**src/rtl/secded_pkg.sv**
```systemverilog
// SECDED helpers: code geometry, encoder and decoder over a fixed maximum width,
// specialised by the data_width argument at elaboration time.
package secded_pkg;

  localparam int unsigned MaxDataWidth = 64;
  localparam int unsigned MaxCodeWidth = 72;

  typedef struct packed {
    logic [MaxDataWidth-1:0] data;
    logic                    single_err;
    logic                    double_err;
  } dec_t;

  function automatic int unsigned calc_parity_bits(input int unsigned data_width);
    int unsigned r;
    r = 0;
    for (int unsigned i = 1; i <= 7; i++) begin
      if (r == 0 && (32'd1 << i) >= data_width + i + 1) r = i;
    end
    return r;
  endfunction

  function automatic int unsigned calc_code_width(input int unsigned data_width);
    return data_width + calc_parity_bits(data_width) + 1;
  endfunction

  function automatic logic is_pow2(input int unsigned v);
    return (v & (v - 1)) == 0;
  endfunction

  function automatic logic [MaxCodeWidth-1:0] encode(input logic [MaxDataWidth-1:0] data,
                                                      input int unsigned data_width);
    logic [MaxCodeWidth-1:0] code;
    int unsigned cw, r, di, cp;
    logic p;
    code = '0;
    cw   = calc_code_width(data_width);
    r    = calc_parity_bits(data_width);
    di   = 0;
    for (int unsigned pos = 1; pos < MaxCodeWidth; pos++) begin
      if (pos < cw && !is_pow2(pos)) begin
        code[pos[6:0]] = data[di[5:0]];
        di++;
      end
    end
    for (int unsigned i = 0; i < 7; i++) begin
      p = 1'b0;
      for (int unsigned pos = 1; pos < MaxCodeWidth; pos++) begin
        if (pos < cw && !is_pow2(pos) && pos[i[4:0]]) p ^= code[pos[6:0]];
      end
      cp = 32'd1 << i;
      if (i < r) code[cp[6:0]] = p;
    end
    // Bit 0 makes the whole codeword even parity.
    p = 1'b0;
    for (int unsigned pos = 1; pos < MaxCodeWidth; pos++) begin
      if (pos < cw) p ^= code[pos[6:0]];
    end
    code[0] = p;
    return code;
  endfunction

  function automatic dec_t decode(input logic [MaxCodeWidth-1:0] code,
                                  input int unsigned data_width);
    dec_t                    res;
    logic [MaxCodeWidth-1:0] fixed;
    logic [6:0]              syn;
    logic                    par;
    int unsigned             cw, di;
    cw  = calc_code_width(data_width);
    syn = '0;
    par = code[0];
    for (int unsigned pos = 1; pos < MaxCodeWidth; pos++) begin
      if (pos < cw && code[pos[6:0]]) begin
        syn ^= pos[6:0];
        par ^= 1'b1;
      end
    end
    res   = '0;
    fixed = code;
    if (par) begin
      if (syn == '0) begin
        res.single_err = 1'b1;
      end else if (32'(syn) < cw) begin
        fixed[syn]     = ~fixed[syn];
        res.single_err = 1'b1;
      end else begin
        res.double_err = 1'b1;
      end
    end else if (syn != '0) begin
      res.double_err = 1'b1;
    end
    di = 0;
    for (int unsigned pos = 1; pos < MaxCodeWidth; pos++) begin
      if (pos < cw && !is_pow2(pos)) begin
        res.data[di[5:0]] = fixed[pos[6:0]];
        di++;
      end
    end
    return res;
  endfunction

endpackage

```
**src/rtl/secded_ram.sv**
```systemverilog
// Single-port codeword storage: synchronous write, combinational read of the addressed word.
module secded_ram #(
  parameter int unsigned CODE_WIDTH = 22,
  parameter int unsigned RAM_DEPTH  = 64,
  parameter int unsigned ADDR_WIDTH = 6
) (
  input  logic                  clk,
  input  logic                  write_en,
  input  logic [ADDR_WIDTH-1:0] addr,
  input  logic [CODE_WIDTH-1:0] write_code,
  output logic [CODE_WIDTH-1:0] read_code
);

  logic [CODE_WIDTH-1:0] ram_data [RAM_DEPTH];

  always_ff @(posedge clk) begin
    if (write_en) ram_data[addr] <= write_code;
  end

  assign read_code = ram_data[addr];

endmodule

```
**src/rtl/secded_fpga_top.sv**
```systemverilog
// SECDED-protected RAM behind a CPU write/read port; reads correct single-bit errors
// and flag double-bit errors, with data and flags registered one cycle after the strobe.
module secded_fpga_top
  import secded_pkg::*;
#(
  parameter int unsigned DATA_WIDTH = 16,
  parameter int unsigned RAM_DEPTH  = 64,
  localparam int unsigned ADDR_WIDTH = (RAM_DEPTH > 1) ? $clog2(RAM_DEPTH) : 1
) (
  input  logic                  clk,
  input  logic                  rst_n,
  input  logic [DATA_WIDTH-1:0] cpu_data_in,
  input  logic [ADDR_WIDTH-1:0] cpu_addr,
  input  logic                  cpu_write_en,
  input  logic                  cpu_read_en,
  output logic [DATA_WIDTH-1:0] cpu_data_out,
  output logic                  ecc_single_error,
  output logic                  ecc_double_error
);

  localparam int unsigned PARITY_BITS = calc_parity_bits(DATA_WIDTH);
  localparam int unsigned CODE_WIDTH  = DATA_WIDTH + PARITY_BITS + 1;

  logic                  addr_ok;
  logic [CODE_WIDTH-1:0] wr_code;
  logic [CODE_WIDTH-1:0] rd_code;
  dec_t                  dec;
  logic                  unused_data_hi;

  // Only non-power-of-two depths can present an address past the end of the array.
  assign addr_ok = {1'b0, cpu_addr} < (ADDR_WIDTH + 1)'(RAM_DEPTH);

  always_comb begin
    wr_code = CODE_WIDTH'(encode(MaxDataWidth'(cpu_data_in), DATA_WIDTH));
    dec     = decode(MaxCodeWidth'(rd_code), DATA_WIDTH);
  end

  assign unused_data_hi = ^(dec.data >> DATA_WIDTH);

  secded_ram #(
    .CODE_WIDTH(CODE_WIDTH),
    .RAM_DEPTH (RAM_DEPTH),
    .ADDR_WIDTH(ADDR_WIDTH)
  ) ram_inst (
    .clk       (clk),
    .write_en  (cpu_write_en & addr_ok),
    .addr      (cpu_addr),
    .write_code(wr_code),
    .read_code (rd_code)
  );

  always_ff @(posedge clk or negedge rst_n) begin
    if (!rst_n) begin
      cpu_data_out     <= '0;
      ecc_single_error <= 1'b0;
      ecc_double_error <= 1'b0;
    end else if (cpu_read_en) begin
      if (addr_ok) begin
        cpu_data_out     <= dec.data[DATA_WIDTH-1:0];
        ecc_single_error <= dec.single_err;
        ecc_double_error <= dec.double_err;
      end else begin
        cpu_data_out     <= '0;
        ecc_single_error <= 1'b0;
        ecc_double_error <= 1'b0;
      end
    end
  end

endmodule

```
**config.mk**
```make
export PLATFORM = sky130hd
export DESIGN_NAME = secded_fpga_top
export DESIGN_NICKNAME = d
export VERILOG_FILES = /design/src/rtl/secded_pkg.sv /design/src/rtl/secded_ram.sv /design/src/rtl/secded_fpga_top.sv
export SDC_FILE = /design/constraint.sdc
export NUM_CORES = 1
export LEC_CHECK = 0
export CORE_UTILIZATION = 25
export CTS_CLUSTER_SIZE = 10
export DETAILED_ROUTE_END_ITERATION = 8
export PLACE_DENSITY = 0.46
export REMOVE_ABC_BUFFERS = 1
export SKIP_LAST_GASP = 1
export SLEW_MARGIN = 25
export SYNTH_ARGS = -nofsm -noshare
export SYNTH_HDL_FRONTEND = slang
export SYNTH_SLANG_ARGS = --single-unit
```
**constraint.sdc**
```tcl
create_clock -name clk -period 3.9 [get_ports clk]
set_input_delay 0.39 -clock clk [delete_from_list [all_inputs] [get_ports clk]]
set_output_delay 0.39 -clock clk [all_outputs]
set_load 0.02 [all_outputs]
```
==> results of run 1 <==
-- sequential cells by signal (all words and copies together), names as in the netlist --
signal,count
cpu_data_out,16
ram_inst.ram_data,1408
ecc_double_error,1
ecc_single_error,1
-- through the flow --
step / cell area [um2] / hold slack [ns] / util / worst slack, ns / std cells
after floorplan: 55600 / 0.0944 / - / -1.70 / 2893
after global placement: 66400 / 0.488 / 0.295 / -1.38 / 6616
after detailed placement: 66400 / 0.498 / 0.295 / -1.34 / 6616
after CTS: 71800 / 0.0496 / 0.318 / -0.0784 / 6858
after global routing: 72100 / 0.0855 / 0.320 / -0.252 / 6864
final: 72100 / 0.0714 / 0.320 / -0.0988 / 6870
-- layer usage --
metal	global-route usage	vias to the layer above	wire length, um
met5	0	-	7
met4	0.0653	2	8190
met3	0.0295	312	13400
met2	0.281	1275	95600
met1	0.242	18100	89300
li1	-	14200	-
-- final cells by class --
class,count,area [um2]
well taps,2992,3740
diodes,6,15.0
flip-flops and latches,1426,42700
clock inverters,28,330
multi-input cells,1455,13800
repair buffers,762,7200
inverters,12,50.0
fillers,21900,153000
clock buffers,189,4230
-- cells by family (layout without fill, tap and decap cells) --
kind of cell	Yosys count	after routing
xor+xnor	60	60
buf+inv	222	991
simple gates	336	336
mux	438	438
compound gates	621	621
flops	1426	1426
other cells	0	6
-- power by group --
| group | total [W] | switching, W | internal (W) |
|---|---|---|---|
| combinational | 0.00789 | 0.00444 | 0.00346 |
| clock | 0.0139 | 0.00609 | 0.00776 |
| sequential | 0.0178 | 0.000128 | 0.0177 |
-- placed cells by master (no fill, tap or decap), types with 8 or more instances in the layout --
| cell | instances |
|---|---|
| o22a_1 | 15 |
| clkbuf_1 | 23 |
| nand4_1 | 9 |
| xnor2_2 | 11 |
| o22ai_2 | 9 |
| buf_4 | 590 |
| mux2i_1 | 222 |
| nand2_1 | 73 |
| buf_12 | 107 |
| a221oi_1 | 102 |
| mux4_2 | 99 |
| dfrtp_1 | 18 |
| nor2_2 | 68 |
| a22oi_1 | 115 |
| o211ai_1 | 12 |
| clkbuf_16 | 165 |
| a211oi_1 | 9 |
| o2bb2ai_1 | 11 |
| o221ai_1 | 11 |
| buf_6 | 20 |
| nand3_1 | 39 |
| edfxtp_1 | 1408 |
| mux2_2 | 100 |
| nor2_1 | 40 |
| o21ai_0 | 61 |
| mux2i_4 | 9 |
| a21oi_1 | 50 |
| clkdlybuf4s50_1 | 24 |
| buf_2 | 16 |
| nand3b_1 | 8 |
| a221o_1 | 29 |
| nand2b_1 | 8 |
| xnor2_1 | 22 |
| a22oi_2 | 8 |
| a31oi_1 | 28 |
| a22o_1 | 29 |
| a32oi_1 | 11 |
| o22ai_1 | 62 |
-- worst paths after layout --
path | depth (start not counted) | slack [ns] | endpoint
min in group clk | 1 | 0.12 | ram_inst.ram_data[28][5]$_DFFE_PP_
hold reg to reg | 1 | 0.50 | ecc_double_error$_DFFE_PN0P_
setup / recovery | 16 | -0.1 | cpu_data_out[5]$_DFFE_PN0P_
setup reg to reg | 16 | -0.1 | cpu_data_out[5]$_DFFE_PN0P_
max in group asynchronous | 1 | 3.28 | cpu_data_out[4]$_DFFE_PN0P_
hold / removal | 1 | 0.07 | cpu_data_out[2]$_DFFE_PN0P_
-- what timing repair did --
action	CTS	global route
gates cloned	0	0
endpoints found under the hold margin	5	0
resized for setup	112	57
hold buffers	1	0
buffers inserted	28	8
pin swaps	43	27
endpoints found under the setup margin	18	18
==> qor.txt, run 1 <==
Launch point of the worst reg-to-reg path: ram_inst.ram_data[36][3]$_DFFE_PP_
Data arrival time at the worst-slack endpoint: 4.71 ns
Number of endpoints failing setup at the final stage: 14
Detailed-route via count: 33800
Clock Pin Slew Worst Setup and Hold Paths: 0.06 ns
CP Capture Type: flop
DIE HEIGHT: 479 um
Mapped Area: 56800 um2
Compound-Gate Fraction of Synth Area: 0.0806
Antenna Nets Post-Route: 0
Antenna violations before repair: 16
Max_slew headroom: 0.302
Post-Syn Area per Cell: 18.3 um2
Layout area overhead: 27.0%
Worst path slowest cell: or4_4
Vias in the first global route: 33200
Sequential area share after synthesis: 0.752
Global routing usage summed across all routing layers: 0.177
Async set-or-reset flop fraction in the synthesized netlist: 0.0126
Mux contribution to synthesized area: 0.102
Post-synth top cells: 1408 x edfxtp_1, 234 x mux2i_1, 123 x a22oi_1, 113 x nor2_1, 108 x a221oi_1
Run status: complete, but fails checks
Placeable core region: 225000 um2
Max Slew Vio Count: 0
Element type at the critical path start: flop
Final global-route overflow total: 0
Starting utilization of the core area: 0.252
Cell with the most instances after synthesis: edfxtp_1
Max Root-Sink Buffers: 3
Crit path cell chain: and3_1, or4_4, a221oi_4, and4_4, buf_4, buf_4, xnor2_2, xnor3_1, xnor2_2, buf_4, mux2i_2, mux2i_2, nor4_4, buf_4, nor2_2, o221ai_1
Hold crit path type: primary input to async pin
Via density per instance: 4.92
Pin count of the biggest net entering global routing: 66
Slew at the pin closest to its max-slew limit: 1.04 ns
Ports: 44
Clock net sink count: 1426
Power per unit of standard cell area: 549 nW/um2
RSZ-0062 raised after global routing: yes
Buffer cell driving the clock tree root: clkbuf_16
Final setup skew: 0.0392 ns
Mapped Cells: 3103
Share of cells above drive strength 1: 0.347
DRC viols: 0
Area share of the leading cell type in the synthesized netlist: 0.745
Share of the cycle needed by the critical path after routing: 1.03
Max Clk Rate: 250 MHz
Power Total: 0.0396 W
Largest stage delay on the critical path: 0.58 ns
Combinational family with the most area after synthesis: multiplexers
Wire length of the first global-routing pass: 283000 um
H-Tree Depth: 4
Final wirelength: 206000 um
Worst Slack Setup Final: -0.0988 ns
Library cell occupying the most area in the post-synthesis netlist: edfxtp_1
Data required time of the critical path: 4.61 ns
Number of cell rows: 174
Placer's final routability congestion estimate: 0.963
Top fanout value on the critical path: 4
CTS tree: yes
Number of buffers added by the clock tree synthesis step: 165
Simple-gate share of the synthesized area: 0.0303
WP buf/inv: 4
Count of unique library cells instantiated by Yosys: 86
Total number of nets in the final design: 3848
Setup crit start: ram_inst.ram_data[36][3]$_DFFE_PP_
Warnings from Yosys: 0
Violation count after the first detailed-routing iteration: 3684
Horizontal die dimension: 479 um
Number of search-and-repair iterations in the first detailed-routing pass: 5
Dominant cells by area after synthesis: edfxtp_1 74%, mux2i_1 4.1%, mux4_2 3.9%
EDFF count, synth: 1408
Final HPWL DP: 135000 um
Port-buffer cells: 43
Max-capacitance violation count: 0
Number of flip-flops and latches in the synthesized netlist: 1426
Detailed-route wire length per cell: 30.0 um
Final Hold Vio Count: 0
Post-Synth XOR/XNOR Area: 0.0125
Failing checks: negative setup slack
Static Leak: 24.1 nW
Accumulated negative setup slack: -0.484 ns
Most used flip-flop cell after synthesis: edfxtp_1
Worst setup path class: flop to flop
DIE AREA: 229000 um2
Tmin final: 4.00 ns
Most used cell, CP: buf_4
Synthesized-area fraction occupied by adder cells: 0
Largest delay contributor family on the critical path: simple AND/OR/NAND/NOR gates
Clock latency on the worst-skew pair: 0.84 ns
Worst voltage drop across the vdd grid: 0.498 mV
(Power assumes the default switching activity.)
==> inputs of run 2 (changes only) <==
--- a/config.mk
+++ b/config.mk
@@ -6,6 +6,7 @@
 export NUM_CORES = 1
 export LEC_CHECK = 0
 export CORE_UTILIZATION = 25
+export CTS_CLUSTER_DIAMETER = 80
 export CTS_CLUSTER_SIZE = 10
 export DETAILED_ROUTE_END_ITERATION = 8
 export PLACE_DENSITY = 0.46
==> run 2 against run 1 <==
Net effect:
- the run still ends with negative setup slack left
- cell area shrank 0.20%
- clock-buffer cell count down 10
- non-clock buffer count fell by 5
- critical path depth stayed put
- setup slack got worse by 0.0018 ns
- sequential cell count unchanged
- register-to-register slack hardly changed
- wire length is essentially flat
- critical path type unchanged
- critical endpoint is now cpu_data_out[7]$_DFFE_PN0P_
- highest routed layer is now met4
==> qor.txt, run 2 (synthesized netlist as in run 1, its figures left out) <==
Run status: complete, but fails checks
Failing checks: negative setup slack
Detailed-route wire length per cell: 30.1 um
Worst-case setup slack after placement: -1.34 ns
Antenna Nets Post-Route: 0
Final HPWL DP: 135000 um
Data arrival time at the worst-slack endpoint: 4.73 ns
Starting utilization of the core area: 0.252
Final global-route overflow total: 0
Number of instances in the placed design: 6616
Final setup skew: 0.0214 ns
H-Tree Depth: 4
CTS tree: yes
Fin util: 0.319
Global routing usage summed across all routing layers: 0.177
Final wirelength: 206000 um
Horizontal die dimension: 479 um
Max Root-Sink Buffers: 3
Share of the cycle needed by the critical path after routing: 1.03
Clock latency on the worst-skew pair: 0.84 ns
CP Capture Type: flop
Violation count after the first detailed-routing iteration: 3661
Biggest registers after layout: ram_inst.ram_data x1408, cpu_data_out x16
Tmin final: 4.00 ns
Worst Slack Setup Final: -0.101 ns
Most common library cell in the layout ignoring fill and taps: edfxtp_1
Data required time of the critical path: 4.63 ns
Placeable core region: 225000 um2
DIE AREA: 229000 um2
Detailed-route via count: 33600
Clock net sink count: 1426
Number of endpoints failing setup at the final stage: 9
Worst setup path class: flop to flop
Final Hold Vio Count: 0
Worst voltage drop across the vdd grid: 0.539 mV
Max-capacitance violation count: 0
Max Slew Vio Count: 0
Max Clk Rate: 250 MHz
Max_slew headroom: 0.276
Element type at the critical path start: flop
Vias in the first global route: 33200
Worst hold slack: 0.0654 ns
Clock Pin Slew Worst Setup and Hold Paths: 0.06 ns
Via density per instance: 4.91
Post-DP Area: 66400 um2
Final std cells w/o fill: 6850
Biggest register: ram_inst.ram_data
Number of buffers added by the clock tree synthesis step: 163
Static Leak: 24.0 nW
Antenna violations before repair: 19
Finished layout cell area: 72000 um2
Share of cells above drive strength 1: 0.346
Placer's final routability congestion estimate: 0.963
Hold crit path type: primary input to async pin
Total number of nets in the final design: 3841
Top fanout value on the critical path: 8
Wire length of the first global-routing pass: 282000 um
Number of search-and-repair iterations in the first detailed-routing pass: 5
Number of cell rows: 174
RSZ-0062 raised after global routing: yes
DRC viols: 0
DIE HEIGHT: 479 um
Ports: 44
Number of flip-flops under the largest register name: 1408
Power per unit of standard cell area: 545 nW/um2
Slew at the pin closest to its max-slew limit: 1.08 ns
Buffer cell driving the clock tree root: clkbuf_16
Top library cells by usage in the layout, fill and taps aside: 1408 x edfxtp_1, 590 x buf_4, 223 x mux2i_1
Pin count of the biggest net entering global routing: 66
Port-buffer cells: 43
Layout area overhead: 26.7%
run 2: cell count changes in the layout (fill, tap and decap cells not counted), moves of 3 or more:
cell,previous run,this run
clkbuf_1,23,15
clkinv_1,7,1
buf_6,20,17
clkinv_2,4,1
o21ai_0,61,64
o21ai_1,6,3
run 2: timing repair:
action | in CTS | in global routing
hold endpoints to repair | 5 | 0
gates resized for setup | 97 | 61
cloned | 0 | 1
endpoints found under the setup margin | 18 | 18
pin swaps | 39 | 16
hold buffers | 1 | 0
buffers inserted | 24 | 6
run 2: layer usage:
layer | wire length, um | track usage | up-vias | part of all wire
met1 | 88300 | 0.242 | 17900 | 0.43
met2 | 96700 | 0.282 | 1266 | 0.47
met3 | 13800 | 0.0291 | 301 | 0.067
met4 | 7570 | 0.0641 | 0 | 0.037
met5 | 0 | 0 | - | 0
li1 | - | - | 14200 | -
run 2: through the flow:
step / TNS (ns) / power [W]
after floorplan: -240.84 / 0.0208
after detailed placement: -22.55 / 0.0247
final: -0.366 / 0.0392
after global placement: -22.95 / 0.0247
after global routing: -2.26 / 0.0403
after CTS: -0.272 / 0.0390
run 2: power breakdown:
part	total, W	internal [W]	switching [W]
Clock	0.0137	0.00759	0.00606
Sequential	0.0178	0.0177	0.000127
Combinational	0.00770	0.00334	0.00436
Total	0.0392	0.0286	0.0105
run 2: layout make-up:
class	count	area, um2
inverters	12	50.0
flip-flops and latches	1426	42700
multi-input cells	1455	13800
fillers	21900	153000
well taps	2992	3740
diodes	8	20.0
clock inverters	21	303
clock buffers	179	4160
repair buffers	757	7140
run 2: worst paths after layout:
kind                                                          start                                  to  slack (ns)  cells past startpoint
min in group clk                                     cpu_data_in[1]  ram_inst.ram_data[28][5]$_DFFE_PP_        0.12                      1
max in group asynchronous                                     rst_n         cpu_data_out[5]$_DFFE_PN0P_        3.31                      1
worst min-delay path                                          rst_n        cpu_data_out[10]$_DFFE_PN0P_        0.07                      1
worst max-delay path            ram_inst.ram_data[13][21]$_DFFE_PP_         cpu_data_out[7]$_DFFE_PN0P_       -0.10                     16
worst min register to register         ecc_double_error$_DFFE_PN0P_        ecc_double_error$_DFFE_PN0P_        0.50                      1
worst max register to register  ram_inst.ram_data[13][21]$_DFFE_PP_         cpu_data_out[7]$_DFFE_PN0P_       -0.10                     16
run 2: worst max-delay path: stages, from the launching register on:
cell       delay (ns)
edfxtp_1         0.36
mux4_2           0.47
and3_4           0.19
a31oi_4          0.14
buf_6            0.14
o2111ai_4        0.12
buf_6            0.17
and4bb_4         0.36
xnor3_1          0.43
xnor3_2          0.41
buf_6            0.15
buf_12           0.13
or2_4            0.23
a31oi_4          0.17
a31oi_1          0.06
a21o_1           0.20
o221ai_2         0.17
